<file path="config.mk">
export PLATFORM = sky130hd
export DESIGN_NAME = button_debounce_ctrl
export DESIGN_NICKNAME = d
export VERILOG_FILES = /design/src/rtl/button_pkg.sv /design/src/rtl/button_channel.sv /design/src/rtl/button_debounce_ctrl.sv
export SDC_FILE = /design/constraint.sdc
export NUM_CORES = 1
export LEC_CHECK = 0
export BUFFER_PORTS_ARGS = -buffer_cell sky130_fd_sc_hd__buf_4
export CAP_MARGIN = 20
export CORE_ASPECT_RATIO = 2
export CORE_MARGIN = 2
export CORE_UTILIZATION = 55
export CTS_CLUSTER_SIZE = 8
export DETAILED_ROUTE_END_ITERATION = 8
export PLACE_DENSITY = 0.75
export SYNTH_ARGS = -nofsm -noshare
export SYNTH_HDL_FRONTEND = slang
export SYNTH_HIERARCHICAL = 1
export SYNTH_SLANG_ARGS = --single-unit
</file>
<file path="constraint.sdc">
create_clock -name clock -period 2.9 [get_ports clock]
set_input_delay 0.58 -clock clock [delete_from_list [all_inputs] [get_ports clock]]
set_output_delay 0.58 -clock clock [all_outputs]
set_load 0.02 [all_outputs]
</file>
<file path="src/rtl/button_pkg.sv">
// Shared types and defaults for the button debounce controller.
package button_pkg;

  typedef enum logic [1:0] {
    RELEASED     = 2'd0,
    PRESS_PEND   = 2'd1,
    PRESSED      = 2'd2,
    RELEASE_PEND = 2'd3
  } btn_state_e;

  localparam int DEF_TICK_DIV       = 907;
  localparam int DEF_STABLE_SAMPLES = 44;
  localparam int DEF_HOLD_SAMPLES   = 22050;

  // Counter width able to hold 0..n-1, never narrower than one bit.
  function automatic int cnt_w(input int n);
    return (n > 1) ? $clog2(n) : 1;
  endfunction

endpackage

</file>
<file path="src/rtl/button_channel.sv">
// One debounced button: 2-flop synchroniser, debounce FSM, edge pulses,
// toggle latch and long-press counter.
module button_channel
  import button_pkg::*;
#(
  parameter int STABLE_SAMPLES = DEF_STABLE_SAMPLES,
  parameter int HOLD_SAMPLES   = DEF_HOLD_SAMPLES
) (
  input  logic clock,
  input  logic reset,
  input  logic enable,
  input  logic sample_tick,
  input  logic clr_toggle,
  input  logic btn_raw,
  output logic btn_level,
  output logic btn_press,
  output logic btn_release,
  output logic btn_toggle,
  output logic btn_hold
);

  localparam int SW = cnt_w(STABLE_SAMPLES);
  localparam int HW = cnt_w(HOLD_SAMPLES + 1);
  localparam logic [SW-1:0] STABLE_LAST = SW'(STABLE_SAMPLES - 1);
  localparam logic [HW-1:0] HOLD_MAX    = HW'(HOLD_SAMPLES);

  logic          sync_p0;
  logic          sync_p1;
  btn_state_e    state;
  logic [SW-1:0] stable_cnt;
  logic [HW-1:0] hold_cnt;
  logic          press_r;
  logic          release_r;
  logic          toggle_r;

  always_ff @(posedge clock or negedge reset) begin
    if (!reset) begin
      sync_p0    <= 1'b0;
      sync_p1    <= 1'b0;
      state      <= RELEASED;
      stable_cnt <= '0;
      hold_cnt   <= '0;
      press_r    <= 1'b0;
      release_r  <= 1'b0;
      toggle_r   <= 1'b0;
    end else begin
      // synchroniser stage: runs even while disabled
      sync_p0   <= btn_raw;
      sync_p1   <= sync_p0;
      press_r   <= 1'b0;
      release_r <= 1'b0;
      if (clr_toggle)
        toggle_r <= 1'b0;
      else if (press_r && enable)
        toggle_r <= ~toggle_r;
      // debounce stage: advances once per sample tick
      if (sample_tick) begin
        unique case (state)
          RELEASED: begin
            if (sync_p1) begin
              if (STABLE_SAMPLES == 1) begin
                state   <= PRESSED;
                press_r <= 1'b1;
              end else begin
                state      <= PRESS_PEND;
                stable_cnt <= SW'(1);
              end
            end
          end
          PRESS_PEND: begin
            if (!sync_p1) begin
              state <= RELEASED;
            end else if (stable_cnt == STABLE_LAST) begin
              state    <= PRESSED;
              press_r  <= 1'b1;
              hold_cnt <= '0;
            end else begin
              stable_cnt <= stable_cnt + SW'(1);
            end
          end
          PRESSED: begin
            if (hold_cnt != HOLD_MAX) hold_cnt <= hold_cnt + HW'(1);
            if (!sync_p1) begin
              if (STABLE_SAMPLES == 1) begin
                state     <= RELEASED;
                release_r <= 1'b1;
                hold_cnt  <= '0;
              end else begin
                state      <= RELEASE_PEND;
                stable_cnt <= SW'(1);
              end
            end
          end
          RELEASE_PEND: begin
            if (hold_cnt != HOLD_MAX) hold_cnt <= hold_cnt + HW'(1);
            if (sync_p1) begin
              state <= PRESSED;
            end else if (stable_cnt == STABLE_LAST) begin
              state     <= RELEASED;
              release_r <= 1'b1;
              hold_cnt  <= '0;
            end else begin
              stable_cnt <= stable_cnt + SW'(1);
            end
          end
          default: state <= RELEASED;
        endcase
      end
    end
  end

  assign btn_level   = (state == PRESSED) || (state == RELEASE_PEND);
  assign btn_press   = press_r & enable;
  assign btn_release = release_r & enable;
  assign btn_toggle  = toggle_r;
  assign btn_hold    = (hold_cnt == HOLD_MAX);

endmodule

</file>
<file path="src/rtl/button_debounce_ctrl.sv">
// Multi-channel button debouncer: shared sample-tick divider feeding one
// button_channel per input pin.
module button_debounce_ctrl
  import button_pkg::*;
#(
  parameter int NUM_BTN        = 5,
  parameter int TICK_DIV       = DEF_TICK_DIV,
  parameter int STABLE_SAMPLES = DEF_STABLE_SAMPLES,
  parameter int HOLD_SAMPLES   = DEF_HOLD_SAMPLES
) (
  input  logic               clock,
  input  logic               reset,
  input  logic               enable,
  input  logic               clr_toggle,
  input  logic [NUM_BTN-1:0] btn_in,
  output logic               sample_tick,
  output logic [NUM_BTN-1:0] btn_level,
  output logic [NUM_BTN-1:0] btn_press,
  output logic [NUM_BTN-1:0] btn_release,
  output logic [NUM_BTN-1:0] btn_toggle,
  output logic [NUM_BTN-1:0] btn_hold
);

  localparam int TW = cnt_w(TICK_DIV);
  localparam logic [TW-1:0] TICK_LAST = TW'(TICK_DIV - 1);

  logic [TW-1:0] tick_cnt;

  always_ff @(posedge clock or negedge reset) begin
    if (!reset)
      tick_cnt <= '0;
    else if (enable)
      tick_cnt <= (tick_cnt == TICK_LAST) ? '0 : tick_cnt + TW'(1);
  end

  // Gated by reset too so a TICK_DIV=1 divider stays silent while held in reset.
  assign sample_tick = enable && reset && (tick_cnt == TICK_LAST);

  for (genvar i = 0; i < NUM_BTN; i++) begin : g_ch
    button_channel #(
      .STABLE_SAMPLES (STABLE_SAMPLES),
      .HOLD_SAMPLES   (HOLD_SAMPLES)
    ) u_ch (
      .clock       (clock),
      .reset       (reset),
      .enable      (enable),
      .sample_tick (sample_tick),
      .clr_toggle  (clr_toggle),
      .btn_raw     (btn_in[i]),
      .btn_level   (btn_level[i]),
      .btn_press   (btn_press[i]),
      .btn_release (btn_release[i]),
      .btn_toggle  (btn_toggle[i]),
      .btn_hold    (btn_hold[i])
    );
  end

endmodule

</file>
==> results_dict.tcl <==
set metrics [dict create \
    synth.top_cells.by_area "dfrtp_1, o21ai_0, o31ai_1, or4_1, nand2_1" \
    grt_overflow 0 \
    leakage_nw 3.89 \
    synth_top_area_cell "dfrtp_1" \
    p_per_area_nw_per_um2 504 \
    synth_flop_cell "dfrtp_1" \
    htreeDepth 4 \
    setup_violations 0 \
    dpl.hpwl_mm 11.2 \
    fin_ws_ns 0.0606 \
    vdd_ir_drop_max_mv 0.351 \
    synth_edf_count 0 \
    antenna_found_initial 0 \
    clkSinkCount 150 \
    netlist_top_cells_count "dfrtp_1, o21ai_0, nand2_1, a21oi_1, nand3_1" \
    drtPass1Iterations 5 \
    rsz0062_at_grt "yes" \
    path_max_fanout 6 \
    pwr-share-comb_pct 3.8 \
    slew_viol_final 0 \
    drt-initial-drc-count 329 \
    outcome "finished clean" \
    finClkSkew_ns 0.00879 \
    worstSetupStartpointType "flip-flop" \
    track_usage_pct 22.0 \
    fmax_ghz 0.352 \
    internal-power_mw 3.74 \
    avgSynthCellArea_sq_um 9.84 \
    end_kind "primary output" \
    final_util_pct 62.6 \
    ant_nets 0 \
    die_h_microns 179 \
    routedWlPerCell_microns 15.8 \
    r2r_setup_slack_ns 0.13 \
    worst_ep_required_time_ns 2.32 \
    ios 35 \
    worstReg2RegStart "tick_cnt[6]" \
    critical_path_arrival_ns 2.26 \
    areaGrowthSynthToFinish_pct 12.2 \
    vias 6752 \
    yosys_warnings 6 \
    start_util_pct 55.8 \
    grt_max_degree 151 \
    via_per_inst 6.21 \
    synth.distinct_cells 61 \
    grt_pass1_wl_mm 29.9 \
    synth_area_sq_um 8450 \
    min-delay-path-class "primary input to asynchronous set/reset pin" \
    rr_endpoint "g_ch[1].u_ch/hold_cnt[12]" \
    yosysSeqAreaShare_pct 44.4 \
    root_buffer "clkbuf_16" \
    finalHoldViolations 0 \
    tightest_slew_ns 0.955 \
    hold_buffers 0 \
    grt_pass1_vias 6333 \
    finalWeightedCongestion 0.877 \
    power_frac_clock_pct 50.0 \
    slew_headroom_pct 36.3 \
    synthesis.nets 884 \
    worst-r2r-cell-count 7 \
    switching_share_pct 21.9 \
    ys_seq_elements 150 \
    post-route-period-util_pct 97.9 \
    tritoncts "yes" \
    layout-drive-gt1-share_pct 13.9 \
    drt-total-wl_mm 17.2 \
    rows 64 \
    clockBufferDepth 2 \
    power_switching_mw 1.05 \
    maxCapViolCount 0 \
    io_buffers 34 \
    yosys.area.top_type_share_pct 44.4 \
    sequentialPowerShare_pct 46.1 \
    post-synth-top-count-cell "dfrtp_1" \
    fill_cells 1230 \
    fin_nets 905 \
    synthArstFlopShare_pct 100 \
    drc 0 \
    clk_pin_slew_ns 0.06 \
    netlist_instances 858 \
    hold_ws_ns 0.178 \
    place_ws_ns 0.0366 \
    insertion_delay_ns 0.42 \
    core_sq_um 15100 \
    finalCriticalPeriod_ns 2.84 \
    path_class "flip-flop to primary output" \
    cts_buffers 17 \
    dieWidth_microns 91.6 \
    die-area_sq_um 16400 \
    antenna_cells 0 \
]
[layout make-up]
cell class,count,area (sq um),share of cell area [%]
sequential,150,3750,39.6
inverter,28,105,1.11
clock inverter,12,203,2.14
timing repair buffer,48,397,4.18
tap,198,248,2.61
clock buffer,18,429,4.53
multi-input combinational,634,4350,45.8
[cell families (layout without fill, tap and decap cells)]
| family | Yosys count | in the layout | synth area share [%] |
|---|---|---|---|
| AND/OR/NAND/NOR | 356 | 356 | 26.4 |
| AO/OA/AOI/OAI | 202 | 202 | 15.5 |
| flip-flops | 150 | 150 | 44.4 |
| buffers and inverters | 74 | 106 | 4.40 |
| multiplexers | 32 | 32 | 3.91 |
| XOR/XNOR | 27 | 27 | 2.80 |
| adder cells (fa/ha/maj) | 17 | 17 | 2.52 |
[worst max-delay path: stages, from the launching register on]
cell	delay [ns]
dfrtp_1	0.40
inv_2	0.09
ha_4	0.13
or4b_4	0.45
or4_4	0.59
inv_2	0.08
buf_6	0.11
[per-stage QoR]
stage	TNS [ns]	power (mW)	instance area [sq um]	std cells
4_1_cts	0	4.84	9430	1085
3_3_place_gp	0	2.42	8790	1055
3_5_place_dp	0	2.43	8790	1055
6_report	0	4.78	9480	1088
2_1_floorplan	0	2.32	8450	858
5_1_grt	-0.0155	4.95	9480	1088
[flip-flops by register name, summed over array words and instances (netlist names), named ones only]
name and flops:
tick_cnt 10, g_ch.u_ch/hold_cnt 75, g_ch.u_ch/state 5, g_ch.u_ch/press_r 5
g_ch.u_ch/sync_p1 5, g_ch.u_ch/stable_cnt 30, g_ch.u_ch/btn_toggle 5, g_ch.u_ch/sync_p0 5
g_ch.u_ch/release_r 5
[cell usage in the layout, fill, tap and decap left out, types with 8 or more instances in the layout]
master and n:
a21oi_1 44, a22o_1 10, and2_1 16, and3_1 14, buf_4 43, clkbuf_16 17
dfrtp_1 150, ha_1 16, inv_1 26, mux2_2 8, mux2i_1 24, nand2_1 64
nand2b_1 9, nand3_1 41, nand4_1 27, nor2_1 37, nor3_1 8, nor3b_1 8
nor4_1 13, o21ai_0 67, o21bai_1 14, o31ai_1 40, or3_1 11, or4_1 37
xnor2_1 11, xor2_1 16
[what timing repair did]
action | CTS | global route
endpoints found under the setup margin | 1 | 3
setup buffers | 0 | 3
pin swaps | 1 | 1
resized for setup | 2 | 9
hold endpoints to repair | 0 | 0
[power groups by stage]
stage	Sequential (mW)	Clock [mW]	Combinational, mW
finish	2.21	2.39	0.183
global route	2.21	2.52	0.211
CTS	2.20	2.44	0.187
floorplan	2.23	0	0.0935
detailed placement	2.24	0	0.186
global placement	2.24	0	0.182
[how the worst max path moves through the flow]
stage | startpoint | endpoint | slack, ns | cells past startpoint
floorplan | tick_cnt[4] | g_ch[1].u_ch/hold_cnt[8] | 0.03 | 8
global placement | tick_cnt[6] | g_ch[4].u_ch/hold_cnt[8] | 0.12 | 7
detailed placement | tick_cnt[6] | g_ch[4].u_ch/hold_cnt[6] | 0.04 | 7
CTS | g_ch[0].u_ch/hold_cnt[0] | btn_hold[0] | 0.02 | 6
global route | g_ch[0].u_ch/hold_cnt[0] | btn_hold[0] | -0.008 | 6
finish | g_ch[0].u_ch/hold_cnt[0] | btn_hold[0] | 0.06 | 6
[routing by layer]
layer  share of wire [%]  global-route usage, %
met1                  45                   29.8
met3                 3.6                   4.20
met2                  49                   35.3
met4                 1.8                   7.89
met5                   0                      0
(Power assumes the default switching activity.)
